### src/rtl/muldiv_unit_if.sv
// Handshake and result bundle between the control unit and the multiply/divide unit.
// The control unit drives the master side; the muldiv unit drives the slave side.
interface muldiv_unit_if #(
  parameter int unsigned WIDTH = 32
) ();
  logic             start;
  logic [2:0]       op;
  logic [WIDTH-1:0] opa;
  logic [WIDTH-1:0] opb;
  logic             busy;
  logic             done;
  logic             div_by_zero;
  logic [WIDTH-1:0] hi;
  logic [WIDTH-1:0] lo;

  modport master (
    output start, op, opa, opb,
    input  busy, done, div_by_zero, hi, lo
  );

  modport slave (
    input  start, op, opa, opb,
    output busy, done, div_by_zero, hi, lo
  );
endinterface

### src/rtl/muldiv_unit.sv
// Multi-cycle multiply/divide unit with HI/LO registers: shift-add multiply and
// restoring divide, one bit per clock, on magnitudes with signs applied at writeback.
module muldiv_unit #(
  parameter int unsigned WIDTH = 32
) (
  input logic          clk,
  input logic          rst,
  muldiv_unit_if.slave bus
);

  localparam int unsigned CntW = $clog2(WIDTH);
  localparam logic [CntW-1:0] CntLast = CntW'(WIDTH - 1);

  localparam logic [2:0] OpMultu = 3'b000;
  localparam logic [2:0] OpMult  = 3'b001;
  localparam logic [2:0] OpDivu  = 3'b010;
  localparam logic [2:0] OpDiv   = 3'b011;
  localparam logic [2:0] OpMthi  = 3'b100;
  localparam logic [2:0] OpMtlo  = 3'b101;

  typedef enum logic [1:0] {StIdle, StCalc, StDone} state_e;

  state_e           state_q;
  logic [CntW-1:0]  count_q;
  logic [WIDTH-1:0] hi_q, lo_q;
  logic             busy_q, done_q, div_by_zero_q;

  // acc_q: running product high half / partial remainder.
  // qr_q: multiplier being shifted out / dividend shifted out, quotient shifted in.
  logic [WIDTH-1:0] acc_q, qr_q, mcand_q;
  logic             is_div_q, neg_q, neg_rem_q;

  logic             op_signed;
  logic [WIDTH-1:0] mag_a, mag_b;
  logic [WIDTH:0]   mul_sum, div_shift, div_diff;
  logic [WIDTH-1:0] acc_n, qr_n;
  logic [2*WIDTH-1:0] prod, prod_fix;
  logic [WIDTH-1:0] quot_fix, rem_fix;

  assign op_signed = bus.op[0];

  always_comb begin
    mag_a = (op_signed && bus.opa[WIDTH-1]) ? -bus.opa : bus.opa;
    mag_b = (op_signed && bus.opb[WIDTH-1]) ? -bus.opb : bus.opb;

    mul_sum   = qr_q[0] ? ({1'b0, acc_q} + {1'b0, mcand_q}) : {1'b0, acc_q};
    div_shift = {acc_q, qr_q[WIDTH-1]};
    div_diff  = div_shift - {1'b0, mcand_q};

    if (is_div_q) begin
      if (!div_diff[WIDTH]) begin
        acc_n = div_diff[WIDTH-1:0];
        qr_n  = {qr_q[WIDTH-2:0], 1'b1};
      end else begin
        acc_n = div_shift[WIDTH-1:0];
        qr_n  = {qr_q[WIDTH-2:0], 1'b0};
      end
    end else begin
      acc_n = mul_sum[WIDTH:1];
      qr_n  = {mul_sum[0], qr_q[WIDTH-1:1]};
    end

    prod     = {acc_n, qr_n};
    prod_fix = neg_q ? -prod : prod;
    quot_fix = neg_q ? -qr_n : qr_n;
    rem_fix  = neg_rem_q ? -acc_n : acc_n;
  end

  always_ff @(posedge clk) begin
    if (rst) begin
      state_q       <= StIdle;
      count_q       <= '0;
      hi_q          <= '0;
      lo_q          <= '0;
      busy_q        <= 1'b0;
      done_q        <= 1'b0;
      div_by_zero_q <= 1'b0;
      acc_q         <= '0;
      qr_q          <= '0;
      mcand_q       <= '0;
      is_div_q      <= 1'b0;
      neg_q         <= 1'b0;
      neg_rem_q     <= 1'b0;
    end else begin
      done_q        <= 1'b0;
      div_by_zero_q <= 1'b0;
      unique case (state_q)
        StIdle: begin
          if (bus.start) begin
            case (bus.op)
              OpMultu, OpMult: begin
                state_q   <= StCalc;
                busy_q    <= 1'b1;
                count_q   <= '0;
                acc_q     <= '0;
                qr_q      <= mag_b;
                mcand_q   <= mag_a;
                is_div_q  <= 1'b0;
                neg_q     <= op_signed && (bus.opa[WIDTH-1] ^ bus.opb[WIDTH-1]);
                neg_rem_q <= 1'b0;
              end
              OpDivu, OpDiv: begin
                if (bus.opb == '0) begin
                  // Zero divisor: skip CALC, leave HI/LO untouched.
                  state_q       <= StDone;
                  done_q        <= 1'b1;
                  div_by_zero_q <= 1'b1;
                end else begin
                  state_q   <= StCalc;
                  busy_q    <= 1'b1;
                  count_q   <= '0;
                  acc_q     <= '0;
                  qr_q      <= mag_a;
                  mcand_q   <= mag_b;
                  is_div_q  <= 1'b1;
                  neg_q     <= op_signed && (bus.opa[WIDTH-1] ^ bus.opb[WIDTH-1]);
                  neg_rem_q <= op_signed && bus.opa[WIDTH-1];
                end
              end
              OpMthi:  hi_q <= bus.opa;
              OpMtlo:  lo_q <= bus.opa;
              default: ;
            endcase
          end
        end
        StCalc: begin
          acc_q <= acc_n;
          qr_q  <= qr_n;
          if (count_q == CntLast) begin
            state_q <= StDone;
            busy_q  <= 1'b0;
            done_q  <= 1'b1;
            if (is_div_q) begin
              hi_q <= rem_fix;
              lo_q <= quot_fix;
            end else begin
              hi_q <= prod_fix[2*WIDTH-1:WIDTH];
              lo_q <= prod_fix[WIDTH-1:0];
            end
          end else begin
            count_q <= count_q + 1'b1;
          end
        end
        StDone:  state_q <= StIdle;
        default: state_q <= StIdle;
      endcase
    end
  end

  assign bus.busy        = busy_q;
  assign bus.done        = done_q;
  assign bus.div_by_zero = div_by_zero_q;
  assign bus.hi          = hi_q;
  assign bus.lo          = lo_q;

endmodule

### src/flat_wrapper.sv
// flat-port wrapper written by rule: the top's interface ports become plain ports
module muldiv_unit_flat 
#(
  parameter int unsigned WIDTH = 32
)
  (clk, rst, bus_start, bus_op, bus_opa, bus_opb, bus_busy, bus_done, bus_div_by_zero, bus_hi, bus_lo);
  muldiv_unit_if #(.WIDTH(WIDTH)) bus_i ();
  input logic clk;
  input logic rst;
  input wire logic [$bits(bus_i.start)-1:0] bus_start;
  input wire logic [$bits(bus_i.op)-1:0] bus_op;
  input wire logic [$bits(bus_i.opa)-1:0] bus_opa;
  input wire logic [$bits(bus_i.opb)-1:0] bus_opb;
  output wire logic [$bits(bus_i.busy)-1:0] bus_busy;
  output wire logic [$bits(bus_i.done)-1:0] bus_done;
  output wire logic [$bits(bus_i.div_by_zero)-1:0] bus_div_by_zero;
  output wire logic [$bits(bus_i.hi)-1:0] bus_hi;
  output wire logic [$bits(bus_i.lo)-1:0] bus_lo;
  assign bus_i.start = bus_start;
  assign bus_i.op = bus_op;
  assign bus_i.opa = bus_opa;
  assign bus_i.opb = bus_opb;
  assign bus_busy = bus_i.busy;
  assign bus_done = bus_i.done;
  assign bus_div_by_zero = bus_i.div_by_zero;
  assign bus_hi = bus_i.hi;
  assign bus_lo = bus_i.lo;
  muldiv_unit #(.WIDTH(WIDTH)) u_core (.clk(clk), .rst(rst), .bus(bus_i));
endmodule
### config.mk
export PLATFORM = sky130hd
export DESIGN_NAME = muldiv_unit_flat
export DESIGN_NICKNAME = d
export VERILOG_FILES = /design/src/rtl/muldiv_unit_if.sv /design/src/rtl/muldiv_unit.sv /design/src/flat_wrapper.sv
export SDC_FILE = /design/constraint.sdc
export NUM_CORES = 1
export LEC_CHECK = 0
export CAP_MARGIN = 20
export CELL_PAD_IN_SITES_DETAIL_PLACEMENT = 1
export CELL_PAD_IN_SITES_GLOBAL_PLACEMENT = 1
export CORE_MARGIN = 3
export CORE_UTILIZATION = 25
export DETAILED_ROUTE_END_ITERATION = 10
export GPL_TIMING_DRIVEN = 1
export PLACE_DENSITY = 0.58
export REMOVE_ABC_BUFFERS = 1
export SYNTH_ARGS = -nofsm -noshare
export SYNTH_HDL_FRONTEND = slang
export SYNTH_SLANG_ARGS = --single-unit
### constraint.sdc
create_clock -name clk -period 6.05 [get_ports clk]
set_input_delay 0.9075 -clock clk [delete_from_list [all_inputs] [get_ports clk]]
set_output_delay 0.9075 -clock clk [all_outputs]
set_load 0.01 [all_outputs]
## Word level (Yosys, flattened, before mapping)

Cells that the tools add are included.

| cells by class | value |
|---|---|
| divide/modulo/power cells | 0 |
| multiplexer cells | 55 |
| $add $sub $neg | 8 |
| order comparisons | 0 |
| shift operators | 0 |
| bitwise operators | 2 |
| multiply operators | 0 |
| eq/ne operators | 15 |
| reductions and logical operators | 18 |

Operators with widths:

| kind | number |
|---|---|
| 2-to-1 mux 32 bit | 20 |
| case mux 32 bit (2 select lines) | 7 |
| negator 32 bit | 4 |
| 2-to-1 mux 64 bit | 1 |
| negator 64 bit | 1 |
| adder 32 x 32 -> 33 bit | 1 |
| 2-to-1 mux 33 bit | 1 |
| subtractor 33 x 32 -> 33 bit | 1 |
| zero test 32 bit | 1 |
| case mux 5 bit (2 select lines) | 2 |
| AND reduction 4 bit | 4 |
| 2-to-1 mux 5 bit | 3 |
| case mux 1 bit (2 select lines) | 6 |
| 2-to-1 mux 1 bit | 10 |
| != test 2 bit, second input constant | 5 |
| AND reduction 5 bit | 2 |
| case mux 2 bit (2 select lines) | 2 |
| == test 3 x 2 -> 1 bit, second input constant | 2 |
| == test 3 bit, second input constant | 2 |
| 2-to-1 mux 2 bit | 3 |
| != test 3 bit, second input constant | 2 |
| OR reduction 2 bit | 3 |
| adder 5 x 1 -> 5 bit, second input constant | 1 |
| == test 5 bit, second input constant | 1 |
| 10 further kinds | 13 |

| word-level totals | value |
|---|---|
| memory bits (read-only) | 0 |
| bits in registers | 173 |
| bits in latches | 0 |
| output and inout bits | 67 |
| logic and storage cells | 111 |
| bits in writable memories | 0 |
| memories kept | 0 |

## Longest topological paths before layout

| logic depth | value |
|---|---|
| word-level depth | 8 |
| gate-level depth with buffers | 26 |
| mapped depth without buffers | 24 |

## Least setup slack after synthesis

No wires, ideal clock.

| timing path | value |
|---|---|
| path type | reg-to-reg |
| from | register u_core.qr_q[31] |
| to | register u_core.hi_q[12], in the netlist u_core.bus.hi[12] |
| data required time | 5.918 ns |
| slack | 1.114 ns |
| path buffers | 2 |
| clock period less this slack | 4.936 ns |
| library setup time | 0.132 ns |
| data arrival time | 4.803 ns |
| cell stages (with the launch flop) | 26 |
| path through | dfxtp_1 -> inv_1 -> ha_1 -> fa_1 -> nand2b_1 -> a21oi_1 -> o211ai_2 -> a31oi_4 -> o31ai_4 -> buf_6 -> nand2_4 -> clkbuf_1 -> nor2_1 -> a21oi_1 -> ha_1 -> nand4_1 -> nor3b_1 -> nand3_1 -> or2_2 -> nor3_1 -> o22ai_1 -> o31ai_1 -> xnor2_1 -> o21ai_0 -> nand2_1 -> a21oi_1 |

| between the ends | value |
|---|---|
| cells in the longest elaborated chain, start to end | 8 |

RTL lines:

| what | RTL line | source |
|---|---|---|
| start: declaration | muldiv_unit.sv:30 | `logic [WIDTH-1:0] acc_q, qr_q, mcand_q;` |
| start signal: assignment | muldiv_unit.sv:96 | `qr_q <= mag_b;` |
| start signal: assignment | muldiv_unit.sv:113 | `qr_q <= mag_a;` |
| start signal: assignment | muldiv_unit.sv:128 | `qr_q <= qr_n;` |
| subtractor 33 x 32 -> 33 bit | muldiv_unit.sv:48 | `div_diff = div_shift - {1'b0, mcand_q};` |
| 2-to-1 mux 1 bit or 2-to-1 mux 32 bit (tied branches) | muldiv_unit.sv:51 | `if (!div_diff[WIDTH]) begin` |
| 2-to-1 mux 32 bit | muldiv_unit.sv:50 | `if (is_div_q) begin` |
| negator 64 bit or negator 32 bit (tied branches) | muldiv_unit.sv:64, muldiv_unit.sv:66 |  |
| 2-to-1 mux 64 bit or 2-to-1 mux 32 bit (tied branches) | muldiv_unit.sv:64, muldiv_unit.sv:66 |  |
| 2-to-1 mux 32 bit * | muldiv_unit.sv:133 | `if (is_div_q) begin` |
| 2-to-1 mux 32 bit * | muldiv_unit.sv:129 | `if (count_q == CntLast) begin` |
| case mux 32 bit (2 select lines) * | muldiv_unit.sv:87 | `unique case (state_q)` |
| end signal: assignment | muldiv_unit.sv:120 | `OpMthi: hi_q <= bus.opa;` |
| end signal: assignment | muldiv_unit.sv:134 | `hi_q <= rem_fix;` |
| end signal: assignment | muldiv_unit.sv:137 | `hi_q <= prod_fix[2*WIDTH-1:WIDTH];` |
| end: declaration | muldiv_unit.sv:25 | `logic [WIDTH-1:0] hi_q, lo_q;` |

Mark *: on every way between the ends. The rest lies on a longest branch, timed or not. The select of a mux whose other input is x is not followed.
A chain may end at the register's enable or synchronous reset.

## Worst setup path after layout

| timing path | value |
|---|---|
| from | register u_core.qr_q[31] |
| to | register u_core.hi_q[31], in the netlist u_core.bus.hi[31] |

The elaborated chain is that of the path after synthesis.

==> impl_metrics.json <==
{
  "wl_um": 79600,
  "worstRegToRegCells": 17,
  "synth-edff-count": 0,
  "ctsHtreeMaxLevel": 4,
  "syn_to_final_growth_pct": 18.7,
  "post-route-min-period_ns": 5.62,
  "synthesis.area_sq_um": 16000,
  "r2r-end": "u_core.bus.hi[31]",
  "pre_cts_ws_ns": 0.153,
  "peakVddDrop_mv": 0.189,
  "cp-end-kind": "flip-flop",
  "cts_root_buf": "clkbuf_16",
  "hold_start": "u_core.bus.hi[0]",
  "crit_buf_inv": 1,
  "drtAntennaViolNets": 0,
  "path_delay_family": "simple AND/OR/NAND/NOR gates",
  "rsz0062_at_grt": "false",
  "cts_made_buffers": 17,
  "cts_tree": "done",
  "die_area_sq_um": 67100,
  "num_vias": 18100,
  "p_total_mw": 4.11,
  "grt_pass1_vias": 18600,
  "worst_slack_ns": 0.427,
  "cp_slowest_stage_delay_ns": 0.52,
  "synth_seq_area_share_pct": 21.6,
  "critPathMaxFanout": 24,
  "avgSynthCellArea_sq_um": 7.00,
  "fin_crit_sh_pct": 92.9,
  "cap_viol_max_count": 0,
  "grt_antenna_before_repair": 1,
  "path_class": "reg2reg",
  "synth-seq-cells": 173,
  "ys_dominant_reg_cell": "dfxtp_1",
  "fillCellCount": 7720,
  "crit_chain": "inv_1 > ha_1 > fa_1 > nand2b_1 > a21oi_2 > o211ai_2 > a31o_2 > and3_1 > nor2_8 > mux2_4 > o21ai_2 > or3b_4 > nor3b_2 > nand3b_1 > o41ai_2 > xor2_1 > a2111oi_2",
  "final.setup.tns_ns": 0,
  "n_antenna_cell": 0,
  "async_reset_ff_share_pct": 0,
  "drtIter0Drc": 1328,
  "hold_viol": 0,
  "routed_via_density": 5.61,
  "grt_start_max_net_pins": 88,
  "grt_pass1_wl_um": 120000,
  "drv_slew": 0,
  "r2r_start": "u_core.qr_q[31]",
  "holdWs_ns": 0.462,
  "overflow": 0,
  "firstDrtPassIters": 5,
  "pwr_density_cell_nw_per_um2": 216,
  "port-buffer-count": 136,
  "worst_pin_slew_ns": 1.02,
  "cp.required_ns": 6.45,
  "coreArea_sq_um": 63200,
  "hpwl_um": 61400,
  "synthCells": 2286,
  "place_congestion": 0.972,
  "fin_skew_ns": 0.0167,
  "die_w_um": 259,
  "synth_top_area_share_pct": 21.6,
  "final_nets": 2501,
  "num_io_pins": 137,
  "max_clock_freq_mhz": 178,
  "die_h_um": 259,
  "start_kind": "flip-flop",
  "hold_depth": 2,
  "p_leak_nw": 6.87,
  "min_path_type": "reg2reg",
  "cts_sinks": 173,
  "yosysWarningCount": 0,
  "utilization_pct": 30.1,
  "clock_latency_ns": 0.51,
  "relSlewSlack_pct": 30.6,
  "cp_slowest_cell": "nor2_8",
  "grt_usage_pct": 23.5,
  "drive_gt1_share_pct": 7.38,
  "cts.clk_slew.worst_paths_ns": 0.07,
  "cts_buffer_depth": 2,
  "r2r_setup_slack_ns": 0.43,
  "yosys-top-cells-area": "dfxtp_1 (22%), nand2_1 (7.4%), a21oi_1 (7.2%)",
  "yosysUniqueCellTypes": 100,
  "min_to": "u_core.bus.hi[0]",
  "yosys.area.top_type": "dfxtp_1",
  "layout_commonest_cell": "nand2_1",
  "start_util_pct": 25.3,
  "critPathArrivalTime_ns": 6.02,
  "rows": 92,
  "status": "finished, final reports clean",
  "finalSetupViolations": 0,
  "wl_per_cell_um": 24.7,
  "drc": 0,
  "mostFrequentLayoutCells": "nand2_1 (316), a21oi_1 (230), nor2_1 (225)",
  "postCtsSetupBuffers": 0
}
cell usage after synthesis, types with 10 or more instances:
library cell / count
xor2_1: 57
nor4_1: 18
a311oi_1: 34
nand3_1: 84
mux2i_1: 30
nand2b_1: 17
nor3_1: 67
and3_1: 26
inv_1: 63
dfxtp_1: 173
mux2_2: 11
ha_1: 70
a21oi_1: 231
and2_1: 15
or2_2: 11
nand2_1: 317
nand4_1: 15
clkbuf_1: 119
a21o_1: 32
buf_1: 17
o21ai_0: 151
nor2b_1: 15
o31ai_1: 25
nor2_1: 226
a211oi_1: 47
a31oi_1: 43
or3_1: 25
nor3b_1: 10
o21a_1: 10
o211ai_1: 47
a2111oi_0: 18
xnor2_1: 99
routing by layer:
metal | up-vias | part of all wire (%) | track usage [%]
met5 | - | 0.016 | 0
met4 | 2 | 2.8 | 7.22
met3 | 103 | 3.5 | 3.12
met2 | 399 | 48 | 39.8
met1 | 9085 | 46 | 30.9
li1 | 8464 | - | -
report_power, final:
group,switching (mW),internal [mW],total [mW]
sequential,0.0776,1.20,1.28
clock,0.581,0.623,1.20
combinational,1.06,0.566,1.62
what timing repair did:
item | CTS | global route
endpoints found under the setup margin | 0 | 8
gates resized for setup | 0 | 3
hold buffers | 0 | 0
stage by stage:
stage | instance area (sq um) | cells
after floorplan | 15400 | 2131
final | 19000 | 3218
after global routing | 19000 | 3218
after CTS | 19000 | 3217
after global placement | 18400 | 3184
after detailed placement | 18400 | 3185
final cells by class:
class | count | area (sq um) | area share [%]
clock buffers | 20 | 447 | 2.35
clock inverters | 12 | 135 | 0.711
inverters | 64 | 240 | 1.26
multi-input cells | 1894 | 11700 | 61.6
flip-flops and latches | 173 | 3470 | 18.3
well taps | 846 | 1060 | 5.57
repair buffers | 209 | 1940 | 10.2
worst min-delay path, cell delays in order, from the launching register on:
cell and delay, ns:
dfxtp_1 0.31, nand2_1 0.06, a21oi_1 0.05
worst max-delay path by stage:
stage,startpoint,endpoint,slack (ns),cells past startpoint
2_1_floorplan,u_core.is_div_q,u_core.bus.hi[12],-1.19,14
3_3_place_gp,u_core.qr_q[31],u_core.bus.hi[22],0.04,20
3_5_place_dp,u_core.qr_q[31],u_core.bus.hi[22],0.15,20
4_1_cts,u_core.qr_q[31],u_core.bus.hi[22],0.08,20
5_1_grt,u_core.qr_q[31],u_core.bus.hi[12],0.1,23
6_report,u_core.qr_q[31],u_core.bus.hi[31],0.43,17
state kept, by name (all words and copies together) (netlist names), 2 cells and up:
register / cells
u_core.bus.hi: 32
u_core.state_q: 2
u_core.bus.lo: 32
u_core.acc_q: 32
u_core.qr_q: 32
u_core.mcand_q: 32
u_core.count_q: 5
logic make-up after synthesis:
logic type               share of synthesized area, %
flip-flops                                       21.6
buffers and inverters                            5.54
AND/OR/NAND/NOR                                  25.8
XOR/XNOR                                         8.54
multiplexers                                     2.74
AO/OA/AOI/OAI                                    30.1
adder cells (fa/ha/maj)                          5.72
(Power assumes the default switching activity.)
